`src/rtl/vram_scheduler.sv`:
```
// Four-slot video memory scheduler: tile read, glyph read, CPU slot.
// Drives the shared single-port bus and registers RGB888 for the DAC.
module vram_scheduler #(
  parameter logic [15:0] TILE_BASE  = 16'd40000,
  parameter logic [15:0] GLYPH_BASE = 16'd60000,
  parameter int unsigned MAP_WIDTH  = 160
) (
  input  logic        clk,
  input  logic        reset,
  input  logic        pix_start,
  input  logic        bright,
  input  logic [15:0] hCount,
  input  logic [15:0] vCount,
  output logic [15:0] mem_addr,
  output logic        mem_we,
  output logic [15:0] mem_wdata,
  input  logic [15:0] mem_rdata,
  input  logic        cpu_req,
  input  logic        cpu_we,
  input  logic [15:0] cpu_addr,
  input  logic [15:0] cpu_wdata,
  output logic        cpu_ack,
  output logic [15:0] cpu_rdata,
  output logic [7:0]  VGA_R,
  output logic [7:0]  VGA_G,
  output logic [7:0]  VGA_B,
  output logic        pixel_valid,
  output logic        overrun
);

  typedef enum logic [2:0] {
    IDLE,
    TILE,
    GLYPH,
    PIX,
    CPUD
  } state_t;

  localparam logic [15:0] MW16 = 16'(MAP_WIDTH);

  state_t      state;
  state_t      state_nxt;
  logic [15:0] h_q;
  logic [15:0] v_q;
  logic        bright_q;
  logic        issue;
  logic        accept;
  logic        fetching;
  logic [15:0] row_off;
  logic [15:0] tile_addr;
  logic [15:0] glyph_addr;

  assign fetching = (state == TILE) || (state == GLYPH) || (state == PIX);
  assign accept   = pix_start && ((state == IDLE) || (state == CPUD));

  assign row_off    = {2'b00, v_q[15:2]} * MW16;
  assign tile_addr  = TILE_BASE + {2'b00, h_q[15:2]} + row_off;
  assign glyph_addr = GLYPH_BASE + {mem_rdata[11:0], 4'b0000}
                    + {12'd0, v_q[1:0], h_q[1:0]};

  assign cpu_ack   = (state == CPUD);
  assign cpu_rdata = cpu_ack ? mem_rdata : 16'd0;

  always_comb begin
    state_nxt = state;
    issue     = 1'b0;
    mem_addr  = 16'd0;
    mem_we    = 1'b0;
    mem_wdata = 16'd0;
    unique case (state)
      IDLE: begin
        if (pix_start) begin
          state_nxt = TILE;
        end else if (cpu_req) begin
          issue     = 1'b1;
          state_nxt = CPUD;
        end
      end
      TILE: begin
        mem_addr  = tile_addr;
        state_nxt = GLYPH;
      end
      GLYPH: begin
        mem_addr  = glyph_addr;
        state_nxt = PIX;
      end
      PIX: begin
        if (cpu_req) begin
          issue     = 1'b1;
          state_nxt = CPUD;
        end else begin
          state_nxt = IDLE;
        end
      end
      CPUD: state_nxt = pix_start ? TILE : IDLE;
      default: state_nxt = IDLE;
    endcase
    // no bus access may leak out while reset holds the FSM in IDLE
    if (issue && !reset) begin
      mem_addr  = cpu_addr;
      mem_we    = cpu_we;
      mem_wdata = cpu_wdata;
    end
  end

  always_ff @(posedge clk or posedge reset) begin
    if (reset) begin
      state    <= IDLE;
      h_q      <= 16'd0;
      v_q      <= 16'd0;
      bright_q <= 1'b0;
      overrun  <= 1'b0;
    end else begin
      state <= state_nxt;
      if (accept) begin
        h_q      <= hCount;
        v_q      <= vCount;
        bright_q <= bright;
      end
      if (pix_start && fetching) begin
        overrun <= 1'b1;
      end
    end
  end

  always_ff @(posedge clk or posedge reset) begin
    if (reset) begin
      VGA_R       <= 8'd0;
      VGA_G       <= 8'd0;
      VGA_B       <= 8'd0;
      pixel_valid <= 1'b0;
    end else begin
      pixel_valid <= (state == PIX);
      if (state == PIX) begin
        if (bright_q) begin
          VGA_R <= {mem_rdata[15:11], 3'b000};
          VGA_G <= {mem_rdata[10:5], 2'b00};
          VGA_B <= {mem_rdata[4:0], 3'b000};
        end else begin
          VGA_R <= 8'd0;
          VGA_G <= 8'd0;
          VGA_B <= 8'd0;
        end
      end
    end
  end

endmodule
```
`config.mk`:
```
export PLATFORM = sky130hd
export DESIGN_NAME = vram_scheduler
export DESIGN_NICKNAME = d
export VERILOG_FILES = /design/src/rtl/vram_scheduler.sv
export SDC_FILE = /design/constraint.sdc
export NUM_CORES = 1
export LEC_CHECK = 0
export CORE_MARGIN = 2
export CORE_UTILIZATION = 38
export DETAILED_ROUTE_END_ITERATION = 16
export PLACE_DENSITY = 0.77
export REMOVE_ABC_BUFFERS = 1
export SLEW_MARGIN = 20
export SYNTH_ARGS = -nofsm -noshare
export SYNTH_HDL_FRONTEND = slang
export SYNTH_SLANG_ARGS = --single-unit
```
`constraint.sdc`:
```
create_clock -name clk -period 4.1 [get_ports clk]
set_input_delay 0.82 -clock clk [delete_from_list [all_inputs] [get_ports clk]]
set_output_delay 0.82 -clock clk [all_outputs]
set_load 0.02 [all_outputs]
```
### Word level (Yosys, flattened, before mapping)

Index checks and enable logic that the tools add are counted.

| storage, ports and cells | value |
|---|---|
| output and inout port bits | 76 |
| word-level logic and storage cells | 43 |
| bits in registers | 62 |

| operators by class | value |
|---|---|
| equal/unequal tests | 5 |
| multiply operators | 1 |
| reduce and logical (&&, ||, !) cells | 8 |
| mux-type cells | 16 |
| add/sub/neg operators | 4 |

Operators with widths:

| cell | count |
|---|---|
| $mux 16 | 3 |
| $pmux 16 s2 | 1 |
| $mux 8 | 3 |
| $add 16x14->16 const A | 1 |
| $add 16x16->16 | 1 |
| $add 16x16->16 const A | 1 |
| $add 16x4->16 | 1 |
| $pmux 3 s5 | 1 |
| $mul 14x3->11 const B | 1 |
| $mux 3 | 3 |
| $eq 3x2->1 const B | 2 |
| $mux 1 | 4 |
| $eq 3x1->1 const B | 1 |
| $eq 3x3->1 const B | 1 |
| $logic_and 1x1->1 | 3 |
| $logic_not 3->1 | 1 |
| $logic_or 1x1->1 | 3 |
| $ne 3x3->1 const B | 1 |
| $pmux 1 s2 | 1 |
| $logic_not 1->1 | 1 |

### Depth between registers and ports, before layout

Gate-level depths: netlist (run 1).

| logic depth | value |
|---|---|
| word-level depth | 5 |
| mapped depth | 14 |
| mapped depth without buffers | 14 |

### Worst setup path after synthesis (run 1)

Ideal clock, no wire load.

| timing path | value |
|---|---|
| path kind | flip-flop to output port |
| start | register v_q[5] |
| end | output port mem_addr[13] |
| cell stages (with the launch flop) | 14 |
| required time | 3280 ps |
| slack | -115 ps |
| arrival | 3395 ps |
| path through | dfrtp_1 ha_1 ha_1 fa_1 xnor2_1 ha_1 inv_1 ha_1 and2_1 a221oi_1 nand2_1 a31oi_1 xor2_1 o21ai_0 |

| between the ends | value |
|---|---|
| word-level cells in the longest chain between the ends | 4 |

Ends and longest elaborated chain:

| item | RTL line | RTL |
|---|---|---|
| start: declaration | 44 | `logic [15:0] v_q;` |
| start signal: assignment | 117 | `v_q <= vCount;` |
| $mul 14x3->11 | 56 | `assign row_off = {2'b00, v_q[15:2]} * MW16;` |
| $add 16x16->16 | 57 | `assign tile_addr = TILE_BASE + {2'b00, h_q[15:2]} + row_off;` |
| $pmux 16 s2 | 70 | `unique case (state)` |
| $mux 16 | 99 | `if (issue && !reset) begin` |
| end: declaration | 14 | `output logic [15:0] mem_addr,` |

No other way between the ends.

### Worst setup path in the final report (run 1)

| timing path | value |
|---|---|
| start | register v_q[5] |
| end | output port mem_addr[11] |

Same word-level chain as after synthesis.

==> results of run 1 <==
synthesized netlist by cell type (4+ instances only):
library cell | number | area (sq um)
a221oi_1 | 4 | 35.0
nor2b_1 | 4 | 25.0
inv_1 | 29 | 109
a222oi_1 | 6 | 60.1
nand2_1 | 48 | 180
and2_1 | 4 | 25.0
mux2_2 | 26 | 293
dfrtp_1 | 51 | 1280
o21ai_0 | 29 | 145
a21oi_1 | 16 | 80.1
xor2_1 | 7 | 61.3
ha_1 | 34 | 425
nor2_1 | 5 | 18.8
clkbuf_1 | 14 | 52.6
and3_1 | 33 | 206
xnor2_1 | 15 | 131
buf_4 | 11 | 82.6
sequential cells by signal (all words and copies together) (netlist names):
name         count
VGA_B            5
VGA_G            6
VGA_R            5
bright_q         1
h_q             16
overrun          1
pixel_valid      1
state            3
v_q             13
cells by family after synthesis:
logic type | Yosys count | share of synthesized area
XOR/XNOR | 22 | 0.0534
multiplexers | 26 | 0.0811
flip-flops | 51 | 0.353
adder cells (fa/ha/maj) | 36 | 0.129
AO/OA/AOI/OAI | 78 | 0.148
other | 1 | 0.00104
AND/OR/NAND/NOR | 111 | 0.162
buffers and inverters | 56 | 0.0721
worst max path at each step:
stage	startpoint	end	slack (ns)	cells after the start
4_1_cts	v_q[3]	mem_addr[14]	-0.46	14
3_3_place_gp	v_q[5]	mem_addr[11]	-0.72	15
2_1_floorplan	v_q[5]	mem_addr[13]	-0.12	13
6_report	v_q[5]	mem_addr[11]	-0.46	16
5_1_grt	v_q[5]	mem_addr[11]	-0.54	16
3_5_place_dp	v_q[5]	mem_addr[15]	-0.80	15
worst register-to-register path, cell delays in order (launching register included):
cell     delay [ns]
dfrtp_1        0.47
nor2_1         0.74
and2_1         0.55
buf_4          0.38
mux2_2         0.39
timing repair:
item,in CTS,in global routing
pin swaps,16,16
setup buffers,3,1
gates resized for setup,63,18
setup endpoints to repair,7,6
per-layer routing:
metal	vias up	wire length, um	share of wire	track usage
li1	1675	-	-	-
met1	1651	4300	0.42	0.245
met2	113	5310	0.51	0.357
met3	11	590	0.057	0.0345
met4	0	117	0.011	0.0478
met5	-	0	0	0
cell type report:
class / count / area (sq um) / share of cell area
Inverter: 29 / 109 / 0.0187
Tap cell: 129 / 161 / 0.0277
Multi-Input combinational cell: 281 / 2370 / 0.406
Clock buffer: 5 / 68.8 / 0.0118
Timing Repair Buffer: 191 / 1820 / 0.312
Clock inverter: 3 / 23.8 / 0.00408
Sequential cell: 51 / 1280 / 0.219
per-stage QoR:
step            util  hold slack, ns  setup WS, ns
2_1_floorplan      -           0.480        -0.115
3_3_place_gp   0.588           0.461        -0.720
3_5_place_dp   0.588           0.470        -0.801
4_1_cts        0.618           0.494        -0.457
5_1_grt        0.630           0.513        -0.544
6_report       0.630           0.490        -0.459
==> flow_metrics.env, run 1 <==
export IMPL_crit_buf_inv=4
export IMPL_nets=681
export IMPL_worstHoldPathCells=1
export IMPL_synth_area_per_cell_sq_um=9.48
export IMPL_via_per_inst=5.01
export IMPL_hold_end="overrun"
export IMPL_synth_warnings=0
export IMPL_synth_seq_area_share=0.353
export IMPL_worst_slew_pin_slew_ns=1.03
export IMPL_worst_setup_path_start_kind="flip-flop"
export IMPL_final_max_slew_viol_count=0
export IMPL_synthFlopType="dfrtp_1"
export IMPL_min_from="overrun"
export IMPL_async_reset_ff_frac=1.00
export IMPL_num_vias=3450
export IMPL_path_class="reg2out"
export IMPL_clk_path_buf_depth=2
export IMPL_period_minus_slack_ns=4.56
export IMPL_numPortBuffers=150
export IMPL_diodes=0
export IMPL_final_cell_area_sq_um=5830
export IMPL_max_freq_mhz=219
export IMPL_r2r_setup_slack_ns=1.47
export IMPL_synth_edf_count=0
export IMPL_crit_chain="ha_4 > ha_4 > fa_2 > buf_6 > xnor2_2 > ha_1 > inv_2 > ha_4 > and2_4 > a221oi_4 > nand2_2 > xnor2_2 > a221oi_2 > buf_4 > a21oi_2 > buf_6"
export IMPL_overflow=0
export IMPL_violations="negative setup slack"
export IMPL_fill_cells=753
export IMPL_htreeDepth=2
export IMPL_critical_path_top_delay_family="adder cells"
export IMPL_fin_crit_sh=1.11
export IMPL_cp_required_ns=3.28
export IMPL_avgRoutedWirePerCell_um=15.0
export IMPL_hold_viol=0
export IMPL_cts_tree="yes"
export IMPL_clock_sinks=51
export IMPL_root_buffer="clkbuf_8"
export IMPL_fp_dieArea_sq_um=10300
export IMPL_first_iter_violations=174
export IMPL_finalClockSkew_ns=0.00389
export IMPL_worstSkewPairLatency_ns=0.31
export IMPL_r2r_end="v_q[11]"
export IMPL_core_area_sq_um=9240
export IMPL_drtAntennaViolNets=0
export IMPL_grt_use_total=0.198
export IMPL_status="complete, but fails checks"
export IMPL_grt_pass1_vias=3346
export IMPL_drc=0
export IMPL_place_area_sq_um=5430
export IMPL_setup_tns_ns=-1.78
export IMPL_rsz0062_at_grt="yes"
export IMPL_fin_ws_ns=-0.459
export IMPL_slowest_delay_ns=0.43
export IMPL_drt_pass1_iter_count=4
export IMPL_start_util=0.391
export IMPL_syn_inst=381
export IMPL_place_congestion=0.854
export IMPL_hpwl_mm=7.91
export IMPL_grt_pass1_wl_mm=16.3
export IMPL_critPathSlowestCell="dfrtp_1"
export IMPL_cap_violations=0
export IMPL_holdBufCountCts=0
export IMPL_boundaryPins=162
export IMPL_chipWidth_um=101
export IMPL_die_h_um=101
export IMPL_path_max_fanout=2
export IMPL_endpoint_kind="output pin"
export IMPL_grt_max_degree=69
export IMPL_setup_viol=6
export IMPL_dp_cells=677
export IMPL_ff2ff_path_depth=4
export IMPL_r2r_start="state[1]"
export IMPL_final_cell_mix="143 x clkdlybuf4s50_1, 50 x dfrtp_1, 47 x nand2_1"
export IMPL_layout_commonest_cell="clkdlybuf4s50_1"
export IMPL_synth_seq_cells=51
export IMPL_cp_arrival_ns=3.74
export IMPL_area_growth_pct=61.3
export IMPL_synth_cell_type_count=46
export IMPL_min_path_type="reg2reg"
export IMPL_finalWirelength_mm=10.3
export IMPL_path_clk_slew_ns=0.10
export IMPL_slew_headroom=0.309
export IMPL_syn_area_sq_um=3610
export IMPL_crit_path_frequent_cell="ha_4"
export IMPL_antenna_found_initial=0
export IMPL_drive_gt1_frac=0.221
export IMPL_final_cell_count_no_fill=689
export IMPL_rows=35
export IMPL_cts_made_buffers=5
Power of run 1 is not shown: default switching activity piles up to over one toggle a cycle in this logic, so the estimate is an artifact.
==> run 2: changes to the inputs <==
--- a/config.mk
+++ b/config.mk
@@ -5,11 +5,13 @@
 export SDC_FILE = /design/constraint.sdc
 export NUM_CORES = 1
 export LEC_CHECK = 0
+export CAP_MARGIN = 20
 export CORE_MARGIN = 2
 export CORE_UTILIZATION = 38
 export DETAILED_ROUTE_END_ITERATION = 16
 export PLACE_DENSITY = 0.77
 export REMOVE_ABC_BUFFERS = 1
+export SKIP_LAST_GASP = 1
 export SLEW_MARGIN = 20
 export SYNTH_ARGS = -nofsm -noshare
 export SYNTH_HDL_FRONTEND = slang
==> flow_metrics.env, run 2 (synthesis results as in run 1) <==
export IMPL_path_clk_slew_ns=0.10
export IMPL_slowest_delay_ns=0.43
export IMPL_first_iter_violations=123
export IMPL_max_freq_mhz=219
export IMPL_violations="negative setup slack"
export IMPL_area_growth_pct=60.5
export IMPL_status="complete, but fails checks"
export IMPL_boundaryPins=162
export IMPL_fill_cells=757
export IMPL_crit_path_frequent_cell="ha_4"
export IMPL_grt_pass1_wl_mm=16.2
export IMPL_worstSkewPairLatency_ns=0.31
export IMPL_path_class="reg2out"
export IMPL_worstHoldPathCells=2
export IMPL_drc=0
export IMPL_avgRoutedWirePerCell_um=14.9
export IMPL_die_h_um=101
export IMPL_dp_cells=677
export IMPL_drt_pass1_iter_count=5
export IMPL_critPathSlowestCell="dfrtp_1"
export IMPL_overflow=0
export IMPL_hold_viol=0
export IMPL_finalWirelength_mm=10.3
export IMPL_endpoint_kind="output pin"
export IMPL_chipWidth_um=101
export IMPL_critical_path_top_delay_family="adder cells"
export IMPL_place_congestion=0.854
export IMPL_cp_arrival_ns=3.74
export IMPL_min_path_type="reg2reg"
export IMPL_period_minus_slack_ns=4.56
export IMPL_fin_crit_sh=1.11
export IMPL_hold_end="VGA_G[2]"
export IMPL_path_max_fanout=2
export IMPL_final_max_slew_viol_count=0
export IMPL_start_util=0.391
export IMPL_post_route_util=0.627
export IMPL_hpwl_mm=7.91
export IMPL_root_buffer="clkbuf_8"
export IMPL_grt_use_total=0.196
export IMPL_setup_viol=6
export IMPL_diodes=0
export IMPL_htreeDepth=2
export IMPL_largest_reg_flops=16
export IMPL_slew_headroom=0.375
export IMPL_nets=681
export IMPL_min_from="VGA_G[2]"
export IMPL_ff2ff_path_depth=4
export IMPL_rsz0062_at_grt="yes"
export IMPL_cap_violations=0
export IMPL_crit_chain="ha_4 > ha_4 > fa_2 > buf_6 > xnor2_2 > ha_1 > inv_2 > ha_4 > and2_4 > a221oi_4 > nand2_2 > xnor2_2 > a221oi_2 > buf_4 > a21oi_2 > buf_6"
export IMPL_clk_path_buf_depth=2
export IMPL_cts_tree="yes"
export IMPL_numPortBuffers=150
export IMPL_drtAntennaViolNets=0
export IMPL_r2r_end="v_q[11]"
export IMPL_core_area_sq_um=9240
export IMPL_worst_setup_path_start_kind="flip-flop"
export IMPL_antenna_found_initial=0
export IMPL_grt_pass1_vias=3334
export IMPL_drive_gt1_frac=0.220
export IMPL_clock_sinks=51
export IMPL_finalClockSkew_ns=0.00451
export IMPL_via_per_inst=5.03
export IMPL_cp_required_ns=3.28
export IMPL_r2r_setup_slack_ns=1.46
export IMPL_r2r_start="state[1]"
export IMPL_layout_commonest_cell="clkdlybuf4s50_1"
export IMPL_fin_ws_ns=-0.460
export IMPL_top_regs="h_q (16), v_q (13), VGA_G (6)"
export IMPL_num_vias=3464
export IMPL_cts_made_buffers=5
export IMPL_largest_register="h_q"
export IMPL_holdBufCountCts=0
export IMPL_rows=35
export IMPL_final_cell_mix="143 x clkdlybuf4s50_1, 50 x dfrtp_1, 47 x nand2_1"
export IMPL_crit_buf_inv=4
export IMPL_grt_max_degree=69
export IMPL_fp_dieArea_sq_um=10300
export IMPL_final_cell_count_no_fill=689
export IMPL_worst_slew_pin_slew_ns=0.934
==> run 2: cell types whose count changed in the layout (fill, tap and decap cells not counted) <==
cell     delta
inv_1       -1
buf_8       +1
buf_6       -1
ha_1        +2
a31oi_4     -1
a31oi_2     +1
ha_4        -2
inv_2       +1
==> run 2: worst max path at each step <==
| stage | endpoint | cells after the start | slack (ns) | start |
|---|---|---|---|---|
| after CTS | mem_addr[15] | 15 | -0.46 | v_q[3] |
| after global placement | mem_addr[11] | 15 | -0.72 | v_q[5] |
| after global routing | mem_addr[14] | 14 | -0.54 | v_q[7] |
| after floorplan | mem_addr[13] | 13 | -0.12 | v_q[5] |
| after detailed placement | mem_addr[15] | 15 | -0.80 | v_q[5] |
| final | mem_addr[11] | 16 | -0.46 | v_q[5] |
==> run 2: layout make-up <==
class / count / area (sq um) / share of cell area
inverters: 29 / 109 / 0.0188
clock buffers: 5 / 68.8 / 0.0119
flip-flops and latches: 51 / 1280 / 0.220
multi-input cells: 281 / 2330 / 0.402
well taps: 129 / 161 / 0.0278
repair buffers: 191 / 1820 / 0.315
clock inverters: 3 / 23.8 / 0.00410
==> run 2: worst min-delay path, delay by kind of cell, from the launching register on <==
kind	cells	cell delay [ns]
AOI/OAI and AO/OA	1	0.06
DFF	1	0.35
and+or+nand+nor	1	0.05
==> run 2: per-stage QoR <==
| stage | TNS, ns | setup slack (ns) | hold WS, ns | area, sq um |
|---|---|---|---|---|
| 5_1_grt | -2.48 | -0.541 | 0.513 | 5800 |
| 2_1_floorplan | -0.220 | -0.115 | 0.480 | 3490 |
| 4_1_cts | -2.31 | -0.460 | 0.494 | 5690 |
| 3_3_place_gp | -3.17 | -0.720 | 0.461 | 5430 |
| 3_5_place_dp | -3.68 | -0.801 | 0.470 | 5430 |
| 6_report | -1.81 | -0.460 | 0.492 | 5800 |
==> run 2: timing repair <==
action	in CTS	in global routing
setup endpoints to repair	7	6
resized for setup	57	21
pin swaps	16	13
buffers inserted	3	0
==> run 2: layer usage <==
layer / GRT usage / wire length [um] / up-vias
met3: 0.0338 / 645 / 8
met5: 0 / 0 / -
li1: - / - / 1672
met1: 0.242 / 4240 / 1658
met2: 0.357 / 5310 / 126
met4: 0.0405 / 85 / 0
Power of run 2 is left out for the same reason.
==> run 3: changes to the inputs <==
--- a/config.mk
+++ b/config.mk
@@ -5,7 +5,7 @@
 export SDC_FILE = /design/constraint.sdc
 export NUM_CORES = 1
 export LEC_CHECK = 0
-export CAP_MARGIN = 20
+export ABC_CLOCK_PERIOD_IN_PS = 4100
 export CORE_MARGIN = 2
 export CORE_UTILIZATION = 38
 export DETAILED_ROUTE_END_ITERATION = 16
==> flow_metrics.env, run 3 (synthesis results as in run 1) <==
export IMPL_num_vias=3444
export IMPL_core_area_sq_um=9240
export IMPL_numPortBuffers=150
export IMPL_cts_tree="yes"
export IMPL_layout_commonest_cell="clkdlybuf4s50_1"
export IMPL_cp_required_ns=3.28
export IMPL_violations="negative setup slack"
export IMPL_seqCellArea_sq_um=1280
export IMPL_slowest_delay_ns=0.43
export IMPL_start_util=0.391
export IMPL_rows=35
export IMPL_finalWirelength_mm=10.2
export IMPL_multi_input_area_sq_um=2330
export IMPL_fp_dieArea_sq_um=10300
export IMPL_overflow=0
export IMPL_holdBufCountCts=0
export IMPL_grt_pass1_vias=3334
export IMPL_max_freq_mhz=220
export IMPL_cp_arrival_ns=3.73
export IMPL_avgRoutedWirePerCell_um=14.9
export IMPL_fin_ws_ns=-0.451
export IMPL_hold_viol=0
export IMPL_grt_pass1_wl_mm=16.2
export IMPL_crit_path_frequent_cell="ha_4"
export IMPL_grt_use_total=0.196
export IMPL_drt_pass1_iter_count=4
export IMPL_drc=0
export IMPL_path_max_fanout=2
export IMPL_clock_sinks=51
export IMPL_path_class="reg2out"
export IMPL_die_h_um=101
export IMPL_final_cell_mix="143 x clkdlybuf4s50_1, 50 x dfrtp_1, 47 x nand2_1"
export IMPL_hold_slack_ns=0.491
export IMPL_via_per_inst=5.01
export IMPL_cap_violations=0
export IMPL_chipWidth_um=101
export IMPL_worst_setup_path_start_kind="flip-flop"
export IMPL_rsz0062_at_grt="yes"
export IMPL_clk_path_buf_depth=2
export IMPL_worstSkewPairLatency_ns=0.31
export IMPL_endpoint_kind="output pin"
export IMPL_slew_headroom=0.317
export IMPL_setup_viol=6
export IMPL_first_iter_violations=139
export IMPL_drtAntennaViolNets=0
export IMPL_cts_made_buffers=5
export IMPL_min_path_type="reg2reg"
export IMPL_root_buffer="clkbuf_8"
export IMPL_fin_crit_sh=1.11
export IMPL_crit_chain="ha_4 > ha_4 > fa_2 > buf_6 > xnor2_2 > ha_1 > inv_2 > ha_4 > and2_4 > a221oi_4 > nand2_2 > xnor2_2 > a221oi_2 > buf_4 > a21oi_2 > buf_6"
export IMPL_hpwl_mm=7.91
export IMPL_htreeDepth=2
export IMPL_largest_register="h_q"
export IMPL_fill_cells=758
export IMPL_critPathSlowestCell="dfrtp_1"
export IMPL_nets=680
export IMPL_top_regs="h_q (16), v_q (13), VGA_G (6)"
export IMPL_largest_reg_flops=16
export IMPL_period_minus_slack_ns=4.55
export IMPL_finalClockSkew_ns=0.00479
export IMPL_drive_gt1_frac=0.218
export IMPL_area_growth_pct=60.1
export IMPL_antenna_found_initial=0
export IMPL_path_clk_slew_ns=0.10
export IMPL_status="complete, but fails checks"
export IMPL_worst_slew_pin_slew_ns=1.02
export IMPL_final_max_slew_viol_count=0
export IMPL_grt_max_degree=69
export IMPL_place_congestion=0.854
export IMPL_diodes=0
export IMPL_boundaryPins=162
-- run 3: cell count changes in the layout (fill, tap and decap cells not counted), sizes merged --
cell  before  now
buf       47   46
-- run 3: path summary, 6_finish.rpt --
check,startpoint,to,slack (ns),depth (start not counted)
setup / recovery,v_q[5],mem_addr[11],-0.45,16
hold / removal,VGA_G[2],VGA_G[2],0.49,2
setup reg to reg,state[1],v_q[11],1.44,4
hold reg to reg,VGA_G[2],VGA_G[2],0.49,2
max in group asynchronous,reset,v_q[4],2.53,3
min in group asynchronous,reset,v_q[9],1.06,3
-- run 3: through the flow --
step	setup WS [ns]	cell area, sq um	cells	TNS [ns]	utilization
CTS	-0.460	5690	688	-2.31	0.615
finish	-0.451	5780	688	-1.79	0.626
detailed placement	-0.801	5430	677	-3.68	0.588
floorplan	-0.115	3490	361	-0.220	-
global route	-0.541	5780	688	-2.48	0.626
global placement	-0.720	5430	677	-3.17	0.588
-- run 3: timing repair --
item / in CTS / in global routing
setup buffers: 3 / 0
cloned: 0 / 0
pin swaps: 16 / 13
endpoints found under the setup margin: 7 / 6
gates resized for setup: 57 / 21
-- run 3: worst max-delay path, delay by kind of cell, from the launching register on --
family,cells,cell delay [ns]
compound gates,3,0.65
simple gates,2,0.28
flops,1,0.43
xor+xnor,2,0.28
buf+inv,4,0.49
fa+ha+maj,5,1.28
-- run 3: cell type report --
class | count | share of cell area
Multi-Input combinational cell | 281 | 0.403
Timing Repair Buffer | 190 | 0.313
Sequential cell | 51 | 0.221
Tap cell | 129 | 0.0279
Inverter | 29 | 0.0188
Clock buffer | 5 | 0.0119
Clock inverter | 3 | 0.00411
-- run 3: layer usage --
metal	track usage	vias up	part of all wire	wire length, um
met5	0	-	0	0
met2	0.357	112	0.51	5270
li1	-	1671	-	-
met3	0.0338	8	0.059	600
met4	0.0405	0	0.0081	83
met1	0.242	1653	0.42	4280
Power of run 3 is left out for the same reason.
